**src/rtl/ring_counter_pkg.sv**
```systemverilog
// Shared constants and helpers for the one-hot ring counter.
// Vectors are handled at MAX_WIDTH and truncated by the caller to the ring length.
package ring_counter_pkg;

  localparam int DEFAULT_WIDTH = 4;
  localparam int MAX_WIDTH     = 64;

  function automatic logic [MAX_WIDTH-1:0] onehot_init(input int width, input int pos);
    logic [MAX_WIDTH-1:0] v;
    v = '0;
    if (pos >= 0 && pos < width && pos < MAX_WIDTH) begin
      v = {{(MAX_WIDTH-1){1'b0}}, 1'b1} << pos;
    end
    return v;
  endfunction

  function automatic logic is_onehot(input logic [MAX_WIDTH-1:0] vec);
    int cnt;
    cnt = 0;
    for (int i = 0; i < MAX_WIDTH; i++) begin
      cnt += int'(vec[i]);
    end
    return (cnt == 1);
  endfunction

endpackage

```
**src/rtl/ring_counter_4_ring_stage.sv**
```systemverilog
// One bit of the ring: a DFF with a synchronous active-low reset that loads
// a per-bit reset value, plus its complemented output.
module ring_stage (
  input  logic clk,
  input  logic reset,
  input  logic i_d,
  input  logic i_rst_val,
  output logic o_q,
  output logic o_qbar
);

  logic r_q;

  always_ff @(posedge clk) begin
    if (!reset) begin
      r_q <= i_rst_val;
    end else begin
      r_q <= i_d;
    end
  end

  assign o_q    = r_q;
  assign o_qbar = ~r_q;

endmodule

```
**src/rtl/ring_counter_4.sv**
```systemverilog
// Free-running one-hot ring counter with true and complemented outputs.
// Optional macro RING_SELF_CORRECT_EN reloads the init pattern on any non-one-hot state.
module ring_counter_4
  import ring_counter_pkg::*;
#(
  parameter int WIDTH    = DEFAULT_WIDTH,
  parameter int INIT_POS = 0,
  parameter bit DIR_LEFT = 1'b1
) (
  input  logic             clk,
  input  logic             reset,
  output logic [WIDTH-1:0] q,
  output logic [WIDTH-1:0] qbar
);

  localparam logic [WIDTH-1:0] INIT_VEC = WIDTH'(onehot_init(WIDTH, INIT_POS));

  logic [WIDTH-1:0] w_q;
  logic [WIDTH-1:0] w_qbar;
  logic [WIDTH-1:0] w_rot;
  logic [WIDTH-1:0] w_next;

  // The wrap bit closes the ring: MSB feeds LSB when rotating left, LSB feeds MSB when right.
  generate
    if (DIR_LEFT) begin : g_left
      assign w_rot = {w_q[WIDTH-2:0], w_q[WIDTH-1]};
    end else begin : g_right
      assign w_rot = {w_q[0], w_q[WIDTH-1:1]};
    end
  endgenerate

`ifdef RING_SELF_CORRECT_EN
  logic [MAX_WIDTH-1:0] w_q_ext;
  assign w_q_ext = MAX_WIDTH'(w_q);
  assign w_next  = is_onehot(w_q_ext) ? w_rot : INIT_VEC;
`else
  assign w_next  = w_rot;
`endif

  generate
    for (genvar g = 0; g < WIDTH; g++) begin : g_stage
      ring_stage u_stage (
        .clk       (clk),
        .reset     (reset),
        .i_d       (w_next[g]),
        .i_rst_val (INIT_VEC[g]),
        .o_q       (w_q[g]),
        .o_qbar    (w_qbar[g])
      );
    end
  endgenerate

  assign q    = w_q;
  assign qbar = w_qbar;

endmodule

```
**config.mk**
```make
export PLATFORM = sky130hd
export DESIGN_NAME = ring_counter_4
export DESIGN_NICKNAME = d
export VERILOG_FILES = /design/src/rtl/ring_counter_pkg.sv /design/src/rtl/ring_counter_4_ring_stage.sv /design/src/rtl/ring_counter_4.sv
export SDC_FILE = /design/constraint.sdc
export NUM_CORES = 1
export LEC_CHECK = 0
export ABC_AREA = 1
export CAP_MARGIN = 20
export CORE_AREA = 2 2 39 41
export CTS_BUF_LIST = sky130_fd_sc_hd__clkbuf_4 sky130_fd_sc_hd__clkbuf_8 sky130_fd_sc_hd__clkbuf_16
export CTS_CLUSTER_DIAMETER = 200
export DETAILED_ROUTE_END_ITERATION = 12
export DIE_AREA = 0 0 41 43
export MAX_ROUTING_LAYER = met4
export PLACE_DENSITY = 0.36
export SYNTH_ARGS = -nofsm -noshare
export SYNTH_HDL_FRONTEND = slang
export SYNTH_HIERARCHICAL = 1
export SYNTH_SLANG_ARGS = --single-unit
```
**constraint.sdc**
```tcl
create_clock -name clk -period 1 [get_ports clk]
set_input_delay 0.1 -clock clk [delete_from_list [all_inputs] [get_ports clk]]
set_output_delay 0.1 -clock clk [all_outputs]
set_load 0.1 [all_outputs]
```
======== Word-level counts from Yosys, hierarchy flattened ========
Index checks and enable logic that the tools add are counted.
storage, ports and cells
  output and inout port bits .............. 8
  bits of input ports ..................... 2
  register bits after elaboration ......... 4
operators by class
  bitwise logic cells ..................... 4
operator list
  kind       number
  1-bit NOT  4

======== Logic depth before layout (Yosys ltp) ========
Gate-level depths: netlist (run 1).
  depth in word-level cells ............... 1
  depth in mapped cells ................... 3
  depth with buffers taken out ............ 3

======== Hierarchy ========
Netlist (run 1), hierarchy kept.
modules (own cells, without submodules)
  module          area an instance (um^2)  instances  cells each
  ring_stage      38.8                     4          6
  ring_counter_4  7.5                      1          2

======== Worst setup path after synthesis (run 1) ========
Ideal clock, no wire load.
  kind .................................... flip-flop to output port
  from .................................... reg g_stage[0].u_stage.r_q
  to ...................................... out qbar[0]
  cell stages (with the launch flop) ...... 2
  setup slack ............................. -732 ps
  arrival ................................. 1632 ps
  path buffers ............................ 0
  path through ............................ dfxtp_1 -> inv_1
between the ends
  cells in the longest elaborated chain, start to end .. 1
ends and longest elaborated chain
  what                    RTL line                         RTL
  from (decl)             ring_counter_4_ring_stage.sv:12  logic r_q;
  from (signal assigned)  ring_counter_4_ring_stage.sv:16  r_q <= i_rst_val;
  from (signal assigned)  ring_counter_4_ring_stage.sv:18  r_q <= i_d;
  1-bit NOT               ring_counter_4_ring_stage.sv:23  assign o_qbar = ~r_q;
  to (decl)               ring_counter_4.sv:13             output logic [WIDTH-1:0] qbar
No other way between the ends.

======== Worst setup path in the final report (run 1) ========
Same ends and word-level chain as after synthesis.

==> results.py, run 1 <==
metrics = {
    "outcome": {
        "status": "finished clean",
    },
    "critical_path": {
        "setup.reg_to_reg.worst_slack_ps": 420,
        "worst_ep_required_time_ps": 900,
        "critical_path_arrival_ps": 860,
        "worst-path-buf-inv": 2,
        "r2r_cells": 2,
        "critical-path-slowest-cell": "dfxtp_4",
        "worst-path-max-fanout": 3,
        "critPathTopFamily": "flip-flops",
        "critPathLaunchType": "flop",
        "crit_path_max_incr_delay_ps": 370,
        "worstSetupPathType": "reg -> out",
        "worst_r2r_start": "g_stage[1].u_stage/o_q$_DFF_P_",
        "crit_path_cell_trace": "clkinvlp_4 -> buf_12",
        "critical_path.reg2reg.endpoint": "g_stage[2].u_stage/o_q$_DFF_P_",
        "worst_setup_path_end_kind": "output pin",
    },
    "grt": {
        "grt_first_pass_wirelength_um": 634,
        "groute.usage.overall": 0.0617,
        "grt_pass1_vias": 168,
        "grt_start_max_net_pins": 9,
        "globalRoute.totalOverflow": 0,
        "initial_antenna_violation_count": 0,
    },
    "clock_tree": {
        "cts_tree": "done",
        "clkSlewWorstSetupHoldPaths_ps": 40,
        "postCtsResizedCells": 0,
        "clkLatencyLatePin_ps": 230,
        "postCtsSetupRepairBufs": 0,
        "clock-sinks": 4,
        "clockRootBuffer": "clkbuf_4",
        "cts_hold_repair.buffers": 0,
        "max-clock-path-buffers": 2,
        "numCtsBuffers": 3,
        "h-tree-depth": 1,
    },
    "layout": {
        "layout_common_cells": "12 x nand2_1, 8 x buf_12",
        "largest_register_ffs": 4,
        "layout-area-overhead-vs-synth_pct": 154,
        "most_common_cell_after_layout_fill_and_taps_aside": "nand2_1",
        "drive_gt1_frac": 0.475,
        "design_area_sq_um": 413,
        "nets": 44,
        "diodes": 0,
        "final_cells": 56,
    },
    "worst_hold_path": {
        "min_delay_endpoint": "g_stage[1].u_stage/o_q$_DFF_P_",
        "timing.hold.worst.class": "reg -> reg",
        "hp-start": "g_stage[0].u_stage/o_q$_DFF_P_",
        "min_path_cells": 2,
    },
    "routing": {
        "route.vias.total": 177,
        "drcViolationCount": 0,
        "detail_route.iter0.violations": 2,
        "detail_route.wl_per_cell_um": 6.46,
        "routed_via_density": 3.16,
        "drt_first_pass_iters": 4,
        "antenna_violation_net_count_after_detailed_routing": 0,
        "route.final.wire_length_um": 362,
    },
    "placed_design": {
        "detailedPlacementHpwl_um": 307,
        "place.detailed.instances": 53,
        "final_wtd_congestion": 0.598,
        "placed_cell_area_sq_um": 390,
        "numPortBuffers": 9,
    },
    "floorplanning": {
        "initial_utilization": 0.118,
        "die-width_um": 41,
        "io_pins": 10,
        "die_h_um": 43,
        "rows": 14,
        "floorplan.die_area_sq_mm": 0.00176,
        "coreArea_sq_mm": 0.00138,
    },
    "logic_synthesis": {
        "xor_and_xnor_area_share_after_synthesis": 0,
        "synth.area.mux_share": 0,
        "cell_variety_after_synth": 4,
        "main_combinational_cell_family_by_area_after_synthesis": "simple AND/OR/NAND/NOR gates",
        "synth_cells": 26,
        "netlist_area_sq_um": 163,
        "synth-seq-area-share": 0.492,
        "ys_warn_count": 6,
        "synth_compound_area_frac": 0,
        "synthAdderAreaFrac": 0,
        "mean_post_synth_cell_area_sq_um": 6.26,
        "simple_gate_portion_of_the_synthesized_area": 0.277,
        "synth.ff_latch_count": 4,
    },
    "power_and_ir_drop": {
        "combPwrFrac": 0.486,
        "p_leak_uw": 0.000198,
        "sequentialPowerShare": 0.260,
        "power.density_mw_per_mm2": 1900,
        "ir_worst_vdd_mv": 0.536,
        "cellInternalPower_uw": 438,
        "p_sw_uw": 345,
        "power.share.switching": 0.440,
        "clock_power_share": 0.254,
        "p_total_uw": 784,
    },
    "timing": {
        "finalWorstPathRequiredPeriod_ps": 965,
        "fmaxAchievable_ghz": 1.04,
        "final_max_slew_viol_count": 0,
        "grt_setup_unrepaired": "true",
        "final.period_utilization": 0.965,
        "hold_viol_final": 0,
        "final.setup_skew_ps": 3.49,
        "timing.final.setup_violations": 0,
    },
    "job": {
        "drv.max_cap_violation_count": 0,
    },
}
-- synth_stat cells --
master,n,area [sq um]
conb_1,2,7.51
dfxtp_1,4,80.1
nand2_1,12,45.0
inv_1,8,30.0
-- layout make-up --
cell class	instances	area, sq um
Fill cell	155	971
Timing Repair Buffer	9	170
Sequential cell	4	95.1
Multi-Input combinational cell	16	60.1
Inverter	8	45.0
Clock buffer	3	22.5
Tap cell	16	20.0
-- power groups by stage --
stage | Sequential [uW] | Combinational [uW] | Clock (uW)
2_1_floorplan | 305 | 135 | 0
3_3_place_gp | 206 | 381 | 0
3_5_place_dp | 207 | 383 | 0
4_1_cts | 204 | 383 | 216
5_1_grt | 206 | 392 | 232
6_report | 203 | 381 | 199
-- how the worst max path moves through the flow --
| stage | endpoint | slack (ps) | from | cells past startpoint |
|---|---|---|---|---|
| after CTS | qbar[1] | 20 | g_stage[1].u_stage/o_q$_DFF_P_ | 2 |
| after global routing | qbar[2] | -2 | g_stage[2].u_stage/o_q$_DFF_P_ | 2 |
| after detailed placement | g_stage[0].u_stage/o_q$_DFF_P_ | -8 | reset | 4 |
| final | qbar[0] | 40 | g_stage[0].u_stage/o_q$_DFF_P_ | 2 |
| after floorplan | qbar[0] | -130 | g_stage[0].u_stage/o_q$_DFF_P_ | 1 |
| after global placement | g_stage[0].u_stage/o_q$_DFF_P_ | 30 | reset | 4 |
-- per-layer routing --
layer	up-vias	track usage	share of wire
li1	95	-	-
met1	75	0.0579	0.41
met2	7	0.0750	0.51
met3	0	0.0314	0.088
met4	0	0.0800	0
met5	-	-	0
-- per-stage QoR --
stage | utilization | setup WS [ps] | TNS, ps | hold slack [ps]
2_1_floorplan | - | -133 | -534 | 210
3_3_place_gp | 0.282 | 25.3 | 0 | 482
3_5_place_dp | 0.282 | -8.26 | -8.26 | 492
4_1_cts | 0.298 | 15.5 | 0 | 499
5_1_grt | 0.298 | -2.49 | -4.42 | 513
6_report | 0.298 | 35.1 | 0 | 494
-- kinds of logic after synthesis --
group,count (synthesis)
simple gates,12
other cells,2
flops,4
buf+inv,8
-- worst reg2reg max path: stages (launching register included) --
cell     delay, ps
dfxtp_4        350
nand2_1         60
nand2_1         60
(Power assumes the default switching activity.)
==> inputs of run 2 (changes only) <==
Settings changed: PLACE_DENSITY 0.36 to 0.33.
==> run 2 against run 1 <==
Clock-buffer cell count did not move; largest cell class unchanged; critical path type unchanged; combinational power is essentially flat; critical path depth unchanged; highest routed layer unchanged; via count is 11% lower.
==> results.py, run 2 (synthesized netlist as in run 1, its figures left out) <==
metrics = {
    "job": {
        "drv.max_cap_violation_count": 0,
    },
    "critical_path": {
        "worstSetupPathType": "reg -> out",
        "critPathLaunchType": "flop",
        "worst_ep_required_time_ps": 900,
        "worst_r2r_start": "g_stage[0].u_stage/o_q$_DFF_P_",
        "critical_path_arrival_ps": 860,
        "worst-path-max-fanout": 3,
        "setup.worst_path.start": "g_stage[0].u_stage/o_q$_DFF_P_",
        "worst_setup_path_end_kind": "output pin",
    },
    "clock_tree": {
        "cts_tree": "done",
        "cts_hold_repair.buffers": 0,
        "max-clock-path-buffers": 2,
        "clock-sinks": 4,
        "clkSlewWorstSetupHoldPaths_ps": 40,
        "clkLatencyLatePin_ps": 230,
        "numCtsBuffers": 3,
        "postCtsResizedCells": 0,
        "clockRootBuffer": "clkbuf_4",
        "h-tree-depth": 1,
        "postCtsSetupRepairBufs": 0,
    },
    "placed_design": {
        "final_wtd_congestion": 0.602,
        "preCtsSetupSlack_ps": 17.7,
        "numPortBuffers": 9,
        "place.detailed.instances": 53,
    },
    "floorplanning": {
        "floorplan.die_area_sq_mm": 0.00176,
        "rows": 14,
        "io_pins": 10,
        "die_h_um": 43,
        "die-width_um": 41,
        "coreArea_sq_mm": 0.00138,
        "initial_utilization": 0.118,
    },
    "power_and_ir_drop": {
        "p_leak_uw": 0.000198,
        "power.density_mw_per_mm2": 1890,
        "ir_worst_vdd_mv": 0.376,
    },
    "timing": {
        "fmaxAchievable_ghz": 1.04,
        "final.period_utilization": 0.964,
        "timing.final.ws_setup_ps": 35.9,
        "final_max_slew_viol_count": 0,
        "finalWorstPathRequiredPeriod_ps": 964,
        "setup_total_negative_slack_ps": 0,
        "grt_setup_unrepaired": "false",
        "hold_slack_ps": 491,
        "hold_viol_final": 0,
        "final.setup_skew_ps": 2.54,
        "timing.final.setup_violations": 0,
    },
    "grt": {
        "grt_start_max_net_pins": 9,
        "globalRoute.totalOverflow": 0,
        "grt_first_pass_wirelength_um": 434,
        "initial_antenna_violation_count": 0,
        "grt_pass1_vias": 124,
        "groute.usage.overall": 0.0504,
    },
    "routing": {
        "detail_route.iter0.violations": 0,
        "uppermost_metal_layer_occupied_by_signal_nets": "met3",
        "wl_met3_um": 19,
        "route.vias.total": 157,
        "routed_via_density": 2.80,
        "route.final.wire_length_um": 337,
        "drt_first_pass_iters": 1,
        "met1_length_um": 127,
        "antenna_violation_net_count_after_detailed_routing": 0,
        "routed_length_on_met2_um": 190,
        "drcViolationCount": 0,
        "detail_route.wl_per_cell_um": 6.02,
    },
    "layout": {
        "final_cells": 56,
        "largest_register_ffs": 4,
        "most_common_cell_after_layout_fill_and_taps_aside": "nand2_1",
        "drive_gt1_frac": 0.475,
        "layout_common_cells": "12 x nand2_1, 8 x buf_12",
        "nets": 44,
        "diodes": 0,
        "layout-area-overhead-vs-synth_pct": 154,
    },
    "outcome": {
        "status": "finished clean",
    },
    "worst_hold_path": {
        "hp-start": "g_stage[3].u_stage/o_q$_DFF_P_",
        "timing.hold.worst.class": "reg -> reg",
    },
}
## run 2: cell counts in the layout (fill, tap and decap cells not counted)
Identical to the previous run, type by type.
## run 2: worst paths after layout
| kind | endpoint | slack, ps | depth (start not counted) |
|---|---|---|---|
| max | qbar[0] | 40 | 2 |
| min | g_stage[0].u_stage/o_q$_DFF_P_ | 490 | 2 |
| max reg2reg | g_stage[1].u_stage/o_q$_DFF_P_ | 420 | 2 |
| min reg2reg | g_stage[0].u_stage/o_q$_DFF_P_ | 490 | 2 |
## run 2: where the power goes
part | leakage, uW | internal [uW] | switching [uW] | total, uW
Combinational | 0.000149 | 128 | 253 | 381
Sequential | 0.0000354 | 177 | 26.6 | 203
Clock | 0.0000138 | 134 | 63.4 | 198
## run 2: worst max-delay path, stage by stage, from the launching register on
cell and delay (ps):
dfxtp_4 370, clkinvlp_4 90, buf_12 170
## run 2: layer usage
metal	vias to the layer above	GRT usage
li1	92	-
met1	61	0.0354
met2	4	0.0438
met3	0	0.0314
met4	0	0.120
met5	-	-
## run 2: through the flow
step / utilization / power [uW] / instance area [sq um]
final: 0.298 / 782 / 413
after global routing: 0.298 / 803 / 413
after CTS: 0.298 / 792 / 413
after detailed placement: 0.282 / 589 / 390
after global placement: 0.282 / 588 / 390
after floorplan: - / 440 / 200
## run 2: area by class of cell
class,instances,area [sq um]
clock buffer,3,22.5
sequential,4,95.1
fill,151,971
timing repair buffer,9,170
tap,16,20.0
multi-input combinational,16,60.1
inverter,8,45.0
